File: config.mk
export PLATFORM = sky130hd
export DESIGN_NAME = fc_lif_layer
export DESIGN_NICKNAME = d
export VERILOG_FILES = /design/src/rtl/fc_lif_layer.sv
export SDC_FILE = /design/constraint.sdc
export NUM_CORES = 2
export LEC_CHECK = 0
export CORE_MARGIN = 10
export CORE_UTILIZATION = 45
export CTS_CLUSTER_DIAMETER = 50
export CTS_CLUSTER_SIZE = 24
export DETAILED_ROUTE_END_ITERATION = 12
export SLEW_MARGIN = 20
export SYNTH_ARGS = -nofsm -noshare
export SYNTH_HDL_FRONTEND = slang
export SYNTH_SLANG_ARGS = --single-unit
File: constraint.sdc
create_clock -name clk -period 7.3 [get_ports clk]
set_input_delay 1.825 -clock clk [delete_from_list [all_inputs] [get_ports clk]]
set_output_delay 1.825 -clock clk [all_outputs]
set_load 0.005 [all_outputs]
File: src/rtl/fc_lif_layer.sv
// Time-multiplexed fully-connected layer with leaky integrate-and-fire neurons.
// One activation plus its weight column per beat; bias, leak, fire and reset once per timestep.
module fc_lif_layer #(
  parameter int                     N_IN        = 49,
  parameter int                     N_OUT       = 10,
  parameter int                     X_W         = 3,
  parameter int                     X_FRAC      = 2,
  parameter int                     W_W         = 16,
  parameter int                     DECAY_SHIFT = 2,
  parameter logic signed [W_W-1:0]  THRESH      = 16'sh1000,
  parameter bit                     RESET_MODE  = 1'b0
) (
  input  logic                   clk,
  input  logic                   rst,
  input  logic                   start,
  input  logic                   clear_v,
  input  logic                   x_valid,
  output logic                   x_ready,
  input  logic [X_W-1:0]         x_data,
  input  logic [N_OUT*W_W-1:0]   w_data,
  input  logic [N_OUT*W_W-1:0]   b,
  output logic                   out_valid,
  input  logic                   out_ready,
  output logic [N_OUT-1:0]       spike_out,
  output logic [N_OUT*W_W-1:0]   v_out,
  output logic                   busy,
  output logic [2:0]             state_dbg
);

  localparam int CNT_W = (N_IN > 1) ? $clog2(N_IN) : 1;
  localparam int ACC_W = W_W + X_W + $clog2(N_IN) + 1;

  typedef enum logic [2:0] {IDLE, ACC, SCALE, FIRE, DONE} state_t;

  state_t                  state_q, state_d;
  logic [CNT_W-1:0]        cnt_q;
  logic signed [ACC_W-1:0] acc_q [N_OUT];
  logic signed [W_W-1:0]   i_q   [N_OUT];
  logic signed [W_W-1:0]   v_q   [N_OUT];

  logic signed [ACC_W-1:0] prod   [N_OUT];
  logic signed [W_W-1:0]   i_next [N_OUT];
  logic signed [W_W-1:0]   v_next [N_OUT];
  logic [N_OUT-1:0]        spike_next;
  logic                    beat;
  logic                    last_beat;

  // Clamp a wide signed value into W_W bits: in range iff all bits above the sign agree.
  function automatic logic signed [W_W-1:0] sat_w(input logic signed [ACC_W-1:0] a);
    logic [ACC_W-W_W:0] top;
    top = a[ACC_W-1:W_W-1];
    if ((&top) || (~|top)) return a[W_W-1:0];
    else if (a[ACC_W-1])   return {1'b1, {(W_W-1){1'b0}}};
    else                   return {1'b0, {(W_W-1){1'b1}}};
  endfunction

  // Handshakes: a transfer happens on any rising edge where valid and ready are both high;
  // ready never depends on valid, and a producer holds valid/data until the transfer.
  assign x_ready   = (state_q == ACC);
  assign busy      = (state_q != IDLE);
  assign state_dbg = state_q;
  assign beat      = x_valid & x_ready;
  assign last_beat = beat && (cnt_q == CNT_W'(N_IN - 1));

  always_comb begin
    state_d = state_q;
    case (state_q)
      IDLE:    if (start) state_d = ACC;
      ACC:     if (last_beat) state_d = SCALE;
      SCALE:   state_d = FIRE;
      FIRE:    state_d = DONE;
      DONE:    if (out_ready) state_d = IDLE;
      default: state_d = IDLE;
    endcase
  end

  always_comb begin
    logic signed [ACC_W-1:0] w_ext;
    logic signed [ACC_W-1:0] x_ext;
    logic signed [W_W-1:0]   scaled;
    logic signed [W_W-1:0]   leak;
    logic signed [W_W-1:0]   u;
    w_ext      = '0;
    x_ext      = ACC_W'($signed({1'b0, x_data}));
    scaled     = '0;
    leak       = '0;
    u          = '0;
    spike_next = '0;
    for (int n = 0; n < N_OUT; n++) begin
      prod[n]   = '0;
      i_next[n] = '0;
      v_next[n] = '0;
    end
    for (int n = 0; n < N_OUT; n++) begin
      w_ext         = ACC_W'($signed(w_data[n*W_W +: W_W]));
      prod[n]       = w_ext * x_ext;
      scaled        = sat_w(acc_q[n] >>> X_FRAC);
      i_next[n]     = sat_w(ACC_W'(scaled) + ACC_W'($signed(b[n*W_W +: W_W])));
      leak          = v_q[n] >>> DECAY_SHIFT;
      u             = sat_w(ACC_W'(leak) + ACC_W'(i_q[n]));
      spike_next[n] = (u >= THRESH);
      // u >= THRESH > 0 on a spike, so the subtraction cannot wrap.
      if (spike_next[n]) v_next[n] = RESET_MODE ? (u - THRESH) : '0;
      else               v_next[n] = u;
    end
  end

  always_ff @(posedge clk or negedge rst) begin
    if (!rst) begin
      state_q   <= IDLE;
      cnt_q     <= '0;
      out_valid <= 1'b0;
      spike_out <= '0;
      v_out     <= '0;
      for (int n = 0; n < N_OUT; n++) begin
        acc_q[n] <= '0;
        i_q[n]   <= '0;
        v_q[n]   <= '0;
      end
    end else begin
      state_q <= state_d;
      case (state_q)
        IDLE: if (start) begin
          cnt_q <= '0;
          for (int n = 0; n < N_OUT; n++) begin
            acc_q[n] <= '0;
            if (clear_v) v_q[n] <= '0;
          end
        end
        ACC: if (beat) begin
          cnt_q <= cnt_q + CNT_W'(1);
          for (int n = 0; n < N_OUT; n++) acc_q[n] <= acc_q[n] + prod[n];
        end
        SCALE: for (int n = 0; n < N_OUT; n++) i_q[n] <= i_next[n];
        FIRE: begin
          out_valid <= 1'b1;
          spike_out <= spike_next;
          for (int n = 0; n < N_OUT; n++) begin
            v_q[n]                 <= v_next[n];
            v_out[n*W_W +: W_W]    <= v_next[n];
          end
        end
        DONE: if (out_ready) out_valid <= 1'b0;
        default: ;
      endcase
    end
  end

endmodule

# Yosys cells after proc, flatten, opt, wreduce, memory -nomap -nowiden
# Cells that the tools add are included.
# word_totals
regBits,760
latch_bits,0
ramBits,0
romBits,0
out_inout_bits,176
elab_cells,312
memories,0
# op_classes
addsub,31
n_mul,10
div_mod_pow,0
magnitude_cmp,10
eq_ne,10
shifts,0
n_mux,85
bitwise_logic,1
n_reduce_logical,130
# op_table
operator,count
16-bit 2-to-1 mux,71
260-bit 2-to-1 mux,2
260-bit case mux with 2 select lines,1
160-bit case mux with 2 select lines,1
26-bit by 20-bit adder with 26-bit output,10
11-bit AND reduction,20
11-bit OR reduction,20
16-bit by 4-bit multiplier with 20-bit output,10
14-bit by 16-bit adder with 17-bit output,10
16-bit by 16-bit adder with 17-bit output,10
"16-bit by 14-bit >= comparator with 1-bit output, second input constant",10
160-bit 2-to-1 mux,1
9-bit AND reduction,10
9-bit OR reduction,10
1-bit logical NOT,30
1-bit logical OR,30
3-bit case mux with 5 select lines,1
6-bit 2-to-1 mux,2
6-bit case mux with 2 select lines,1
3-bit 2-to-1 mux,3
3-bit AND reduction,3
"6-bit by 1-bit adder with 6-bit output, second input constant",1
"3-bit by 2-bit == test with 1-bit output, second input constant",2
"6-bit == test, second input constant",1
12 further kinds,17

# Longest topological paths before layout
# depth
ltp_word,9
ltp_mapped,19
mapped_depth_nobuf,18

# Worst setup path before layout
# No wires, ideal clock.
# synth_path
kind,input to register
start,input x_data[1]
end,register acc_q[25] in the netlist's numbering
setup_ns,0.133
arrival_ns,5.802
t_required_ns,7.167
path_slack_ns,1.365
cell_stages,18
path_cell_list,clkbuf_1 clkbuf_1 nand2_1 inv_1 ha_1 fa_1 inv_1 fa_1 inv_1 ha_1 a21o_1 a21o_1 a21o_1 o41ai_1 o21ai_0 o22ai_1 xor2_1 o211ai_1
# synth_between
elab_chain_len,4
# synth_lines
element,line_no,rtl
"start, declared",19,"input logic [X_W-1:0] x_data,"
16-bit by 4-bit multiplier with 20-bit output,96,prod[n] = w_ext * x_ext;
26-bit by 20-bit adder with 26-bit output,132,for (int n = 0; n < N_OUT; n++) acc_q[n] <= acc_q[n] + prod[n];
260-bit 2-to-1 mux,130,ACC: if (beat) begin
260-bit case mux with 2 select lines,122,case (state_q)
"end signal, assigned by index",116,acc_q[n] <= '0;
"end signal, assigned by index",126,acc_q[n] <= '0;
"end, declared",37,logic signed [ACC_W-1:0] acc_q [N_OUT];
# No other way between the ends. The select of a mux whose other input is x is not followed.
# A chain may end at the register's enable or synchronous reset.

# Final worst setup path
# layout_path
start,input x_data[1]
end,register acc_q[207] in the netlist's numbering
# The elaborated chain is that of the path after synthesis.

==> reports/results.txt <==
The run finished with clean final reports. The critical path goes through buf_4 -> buf_12 -> buf_4 -> and2_1 -> ha_1 -> fa_1 -> inv_1 -> fa_1 -> inv_1 -> ha_1 -> o21ai_0 -> nor2_1 -> o22a_1 -> a21oi_1 -> a311o_1 -> o21ai_0 -> mux2i_1 -> o31a_1 -> o21ai_0. The total standard cell area after synthesis is 73,020 µm². TritonCTS built the clock tree. The detail route stage leaves a number of antenna-violating nets equal to 0.

In this run, post-CTS repair resized a total of 0 instances. Entering global routing, the biggest net connects 179 pins. The initialized floorplan defines 147 standard-cell rows.

Relative to the synthesized area, the layout overhead comes to 15.46%. The tools report the aggregate routed wire length as 219.4 mm. The data required time of the critical path came out at 7.96 ns.

The worst path in the final design needs a cycle of 5.934 ns, including I/O delays and setup. The average wire per standard cell came out at 19.58 µm. Worst-skew pair later-pin latency: 0.74 ns. The first global-routing pass estimated 345.5 mm of wire. The synthesized design contains 0 enable-type register cells.

The average vias per placed instance was 5.419. 505 I/O pins were placed. Worst clock skew on the final layout: 0.05417 ns. The Yosys step of the flow raised 0 warnings.

Yosys mapped the design onto 102 distinct sky130hd cell types. Buffers inserted to repair hold after CTS numbered 0. The maximum buffer depth of the clock tree is 3.

In this run the static leakage power is 0.04200 µW. The summed negative setup slack over all endpoints was 0 ns; the detailed-placement wirelength estimate was 173.5 mm. The biggest fanout along the worst timing path was 59. The tools report the post-CTS setup buffer count as 0. Clock-pin slew was measured on the worst setup and hold paths at 0.06 ns.

The areal power density over the cells works out to 441.3 nW/µm². The die is 422.8 µm wide. Once the floorplan was initialized, standard cells occupied 45.37% of the core. The H-tree generated during clock tree synthesis spans 3 levels. The filler cells instantiated in the layout total 15,025.

The worst supply voltage drop on vdd came out at 458.0 µV. Gate count after technology mapping: 8,547. Type of destination of the critical path: a flop.

The most used flip-flop cell after synthesis was sky130_fd_sc_hd__dfrtp_1. For the pin with the worst max-slew slack, the measured transition is 1.046 ns. At the end of routability-driven placement, the weighted congestion stood at 0.9027. The logs give 0 for the DRC violations left and 0 for the residual overflow from global routing. The number of failing setup endpoints in the final timing report was 0. The slowest cell on the critical path is sky130_fd_sc_hd__fa_1. The CTS sink count was 740; the via count was 60,702. The max-slew violation count was 0. In the global route stage, overall resource usage came out at 23.99%.

Counting the buffers created by CTS gives 113. Data on the critical path arrives at its endpoint at 6.59 ns. The delay of the slowest cell on the worst path was 0.48 ns. The floorplan step set the die height to 422.8 µm.

The critical path in this run is classified as primary input to flop. Of all flip-flops after synthesis, the portion carrying an async set or reset was 100.0%. The ratio of cells with drive above 1 in the final layout came out at 4.253%.

The via count of the first global-routing pass is 59,230, and the total of max-cap violations is 0. The path class of the tightest hold or removal check is flop to flop. Along the worst hold path, the cell count comes to 2. The per-instance average area after synthesis works out to 8.543 µm². STA classifies the critical path startpoint as a primary input.

The worst pin sits at a relative slew slack of 30.28%. The number of antenna violations at the first check in global routing was 67; the post-synthesis sequential area ratio was 25.36%. Setup repair after global routing left no endpoint under its margin. For the worst flop-to-flop path, the logic depth is 15. Counting flops and latches in the post-synthesis netlist gives 740. The die covers 178,800 µm². The post-synthesis net count was 10,078; the final net count was 10,436. The final period utilization is 81.29%, and the number of endpoints with negative hold slack in the final report is 0. Before antenna repair, the detailed router went through 6 iterations. The iteration-0 DRC count of the detailed router was 4,402.

Upper clock frequency limit: 168.5 MHz. In this run the tool buffered the top-level ports with 504 buffer cells. After floorplanning, the core was sized to cover 160,900 µm². The total design power came out at 37,210 µW.

CTS placed an instance of sky130_fd_sc_hd__clkbuf_16 at the clock tree root. Most frequent cell on the critical path: sky130_fd_sc_hd__o21ai_0.
## kinds of logic after synthesis
| kind of cell | after synthesis | synth area share (%) |
|---|---|---|
| mux | 22 | 0.3118 |
| compound gates | 2189 | 19.32 |
| buf+inv | 1466 | 7.640 |
| flops | 740 | 25.36 |
| simple gates | 2394 | 16.03 |
| xor+xnor | 464 | 5.565 |
| fa+ha+maj | 1272 | 25.77 |
## worst paths after layout
| kind | start | endpoint | slack [ns] |
|---|---|---|---|
| max in group asynchronous | rst | acc_q[124] | 4.69 |
| min reg2reg | spike_out[9] | spike_out[9] | 0.47 |
| min in group asynchronous | rst | v_out[155] | 1.09 |
| min | spike_out[9] | spike_out[9] | 0.47 |
| max reg2reg | acc_q[259] | i_q[157] | 2.13 |
| max | x_data[1] | acc_q[207] | 1.37 |
## power breakdown
| group | switching [µW] | internal, µW | total, µW |
|---|---|---|---|
| sequential | 1280 | 5650 | 6940 |
| combinational | 14800 | 9790 | 24500 |
| clock | 2430 | 3290 | 5720 |
| total | 18500 | 18700 | 37200 |
## placed cells by master (no fill, tap or decap), drive strengths merged, types with 33 or more instances in the layout
| master | synthesis | routed |
|---|---|---|
| nand3 | 169 | 169 |
| o31ai | 82 | 82 |
| fa | 410 | 410 |
| xor2 | 216 | 216 |
| nand2b | 84 | 84 |
| diode | 0 | 36 |
| o21a | 61 | 61 |
| or3 | 33 | 33 |
| a22o | 133 | 133 |
| o211ai | 44 | 44 |
| clkinv | 0 | 36 |
| nor2 | 350 | 350 |
| buf | 46 | 52 |
| clkbuf | 263 | 127 |
| nor4 | 37 | 37 |
| xnor2 | 248 | 248 |
| and2 | 494 | 494 |
| nand2 | 871 | 871 |
| a21o | 247 | 247 |
| inv | 1157 | 1193 |
| dfrtp | 740 | 740 |
| o21bai | 68 | 68 |
| ha | 792 | 792 |
| maj3 | 70 | 70 |
| clkdlybuf4s50 | 0 | 500 |
| nor3 | 150 | 150 |
| and3 | 47 | 47 |
| o22ai | 143 | 143 |
| o21ai | 613 | 613 |
| a21oi | 473 | 473 |
| a31oi | 75 | 75 |
| a211oi | 72 | 72 |
## through the flow
step	std cells	utilization, %	instance area [µm²]	hold slack [ns]	worst slack, ns
floorplan	8547	-	73020	0.4453	1.365
global placement	10950	49.81	80160	0.4559	0.6835
detailed placement	10950	49.81	80160	0.4603	0.6376
CTS	11166	52.31	84190	0.4736	1.417
global route	11195	52.37	84290	0.4954	1.055
finish	11202	52.39	84310	0.4709	1.366
## Yosys cell counts, types with 27 or more instances
library cell	n	area, µm²
sky130_fd_sc_hd__nand2b_1	83	519.3
sky130_fd_sc_hd__a31oi_1	73	456.7
sky130_fd_sc_hd__clkbuf_1	262	983.4
sky130_fd_sc_hd__o21ai_1	50	250.2
sky130_fd_sc_hd__xnor2_1	248	2172
sky130_fd_sc_hd__nand4_1	31	193.9
sky130_fd_sc_hd__fa_1	410	8208
sky130_fd_sc_hd__xor2_1	216	1892
sky130_fd_sc_hd__a21o_1	246	1847
sky130_fd_sc_hd__nor2b_1	32	200.2
sky130_fd_sc_hd__o211ai_1	44	330.3
sky130_fd_sc_hd__dfrtp_1	740	18520
sky130_fd_sc_hd__and2_1	494	3090
sky130_fd_sc_hd__nor3_1	149	745.7
sky130_fd_sc_hd__a211oi_1	66	495.5
sky130_fd_sc_hd__o21bai_1	68	510.5
sky130_fd_sc_hd__a21oi_1	471	2357
sky130_fd_sc_hd__o31ai_1	82	615.6
sky130_fd_sc_hd__nand3_1	168	840.8
sky130_fd_sc_hd__inv_1	1156	4339
sky130_fd_sc_hd__a22o_1	133	1165
sky130_fd_sc_hd__o21ai_0	553	2768
sky130_fd_sc_hd__or2_2	27	168.9
sky130_fd_sc_hd__or3_1	33	206.5
sky130_fd_sc_hd__nand2_1	871	3269
sky130_fd_sc_hd__maj3_1	70	700.7
sky130_fd_sc_hd__nor4_1	35	219.0
sky130_fd_sc_hd__o21a_1	61	457.9
sky130_fd_sc_hd__ha_1	792	9910
sky130_fd_sc_hd__o22ai_1	143	894.6
sky130_fd_sc_hd__nor2_1	349	1310
sky130_fd_sc_hd__and3_1	47	294.0
## per-layer routing
| layer | up-vias | GRT usage, % | share of wire (%) |
|---|---|---|---|
| li1 | 29926 | - | - |
| met1 | 29150 | 34.67 | 48 |
| met2 | 1315 | 36.50 | 44 |
| met3 | 301 | 3.209 | 4.9 |
| met4 | 10 | 8.593 | 3.2 |
| met5 | - | 0 | 0.030 |
## registers in the layout (all words and copies together), names as in the netlist
signal / cells
i_q: 160
v_q: 140
state_dbg: 3
v_out: 160
out_valid: 1
spike_out: 10
acc_q: 260
cnt_q: 6
## worst max-delay path, delay by kind of cell
family,cells,cell delay (ns)
AOI/OAI and AO/OA,7,1.62
adders and majority gates,4,1.51
buffers and inverters,5,1.04
muxes,1,0.18
and+or+nand+nor,2,0.34
## final cells by class
cell class | count | area [µm²] | share of cell area (%)
multi-input cells | 6341 | 49030 | 58.16
flip-flops and latches | 740 | 18520 | 21.96
repair buffers | 552 | 5590 | 6.631
inverters | 1157 | 4343 | 5.151
clock buffers | 127 | 2982 | 3.537
well taps | 2160 | 2703 | 3.206
clock inverters | 89 | 1052 | 1.248
diodes | 36 | 90.09 | 0.1069
Note: power is estimated with default switching activity, not from simulation.
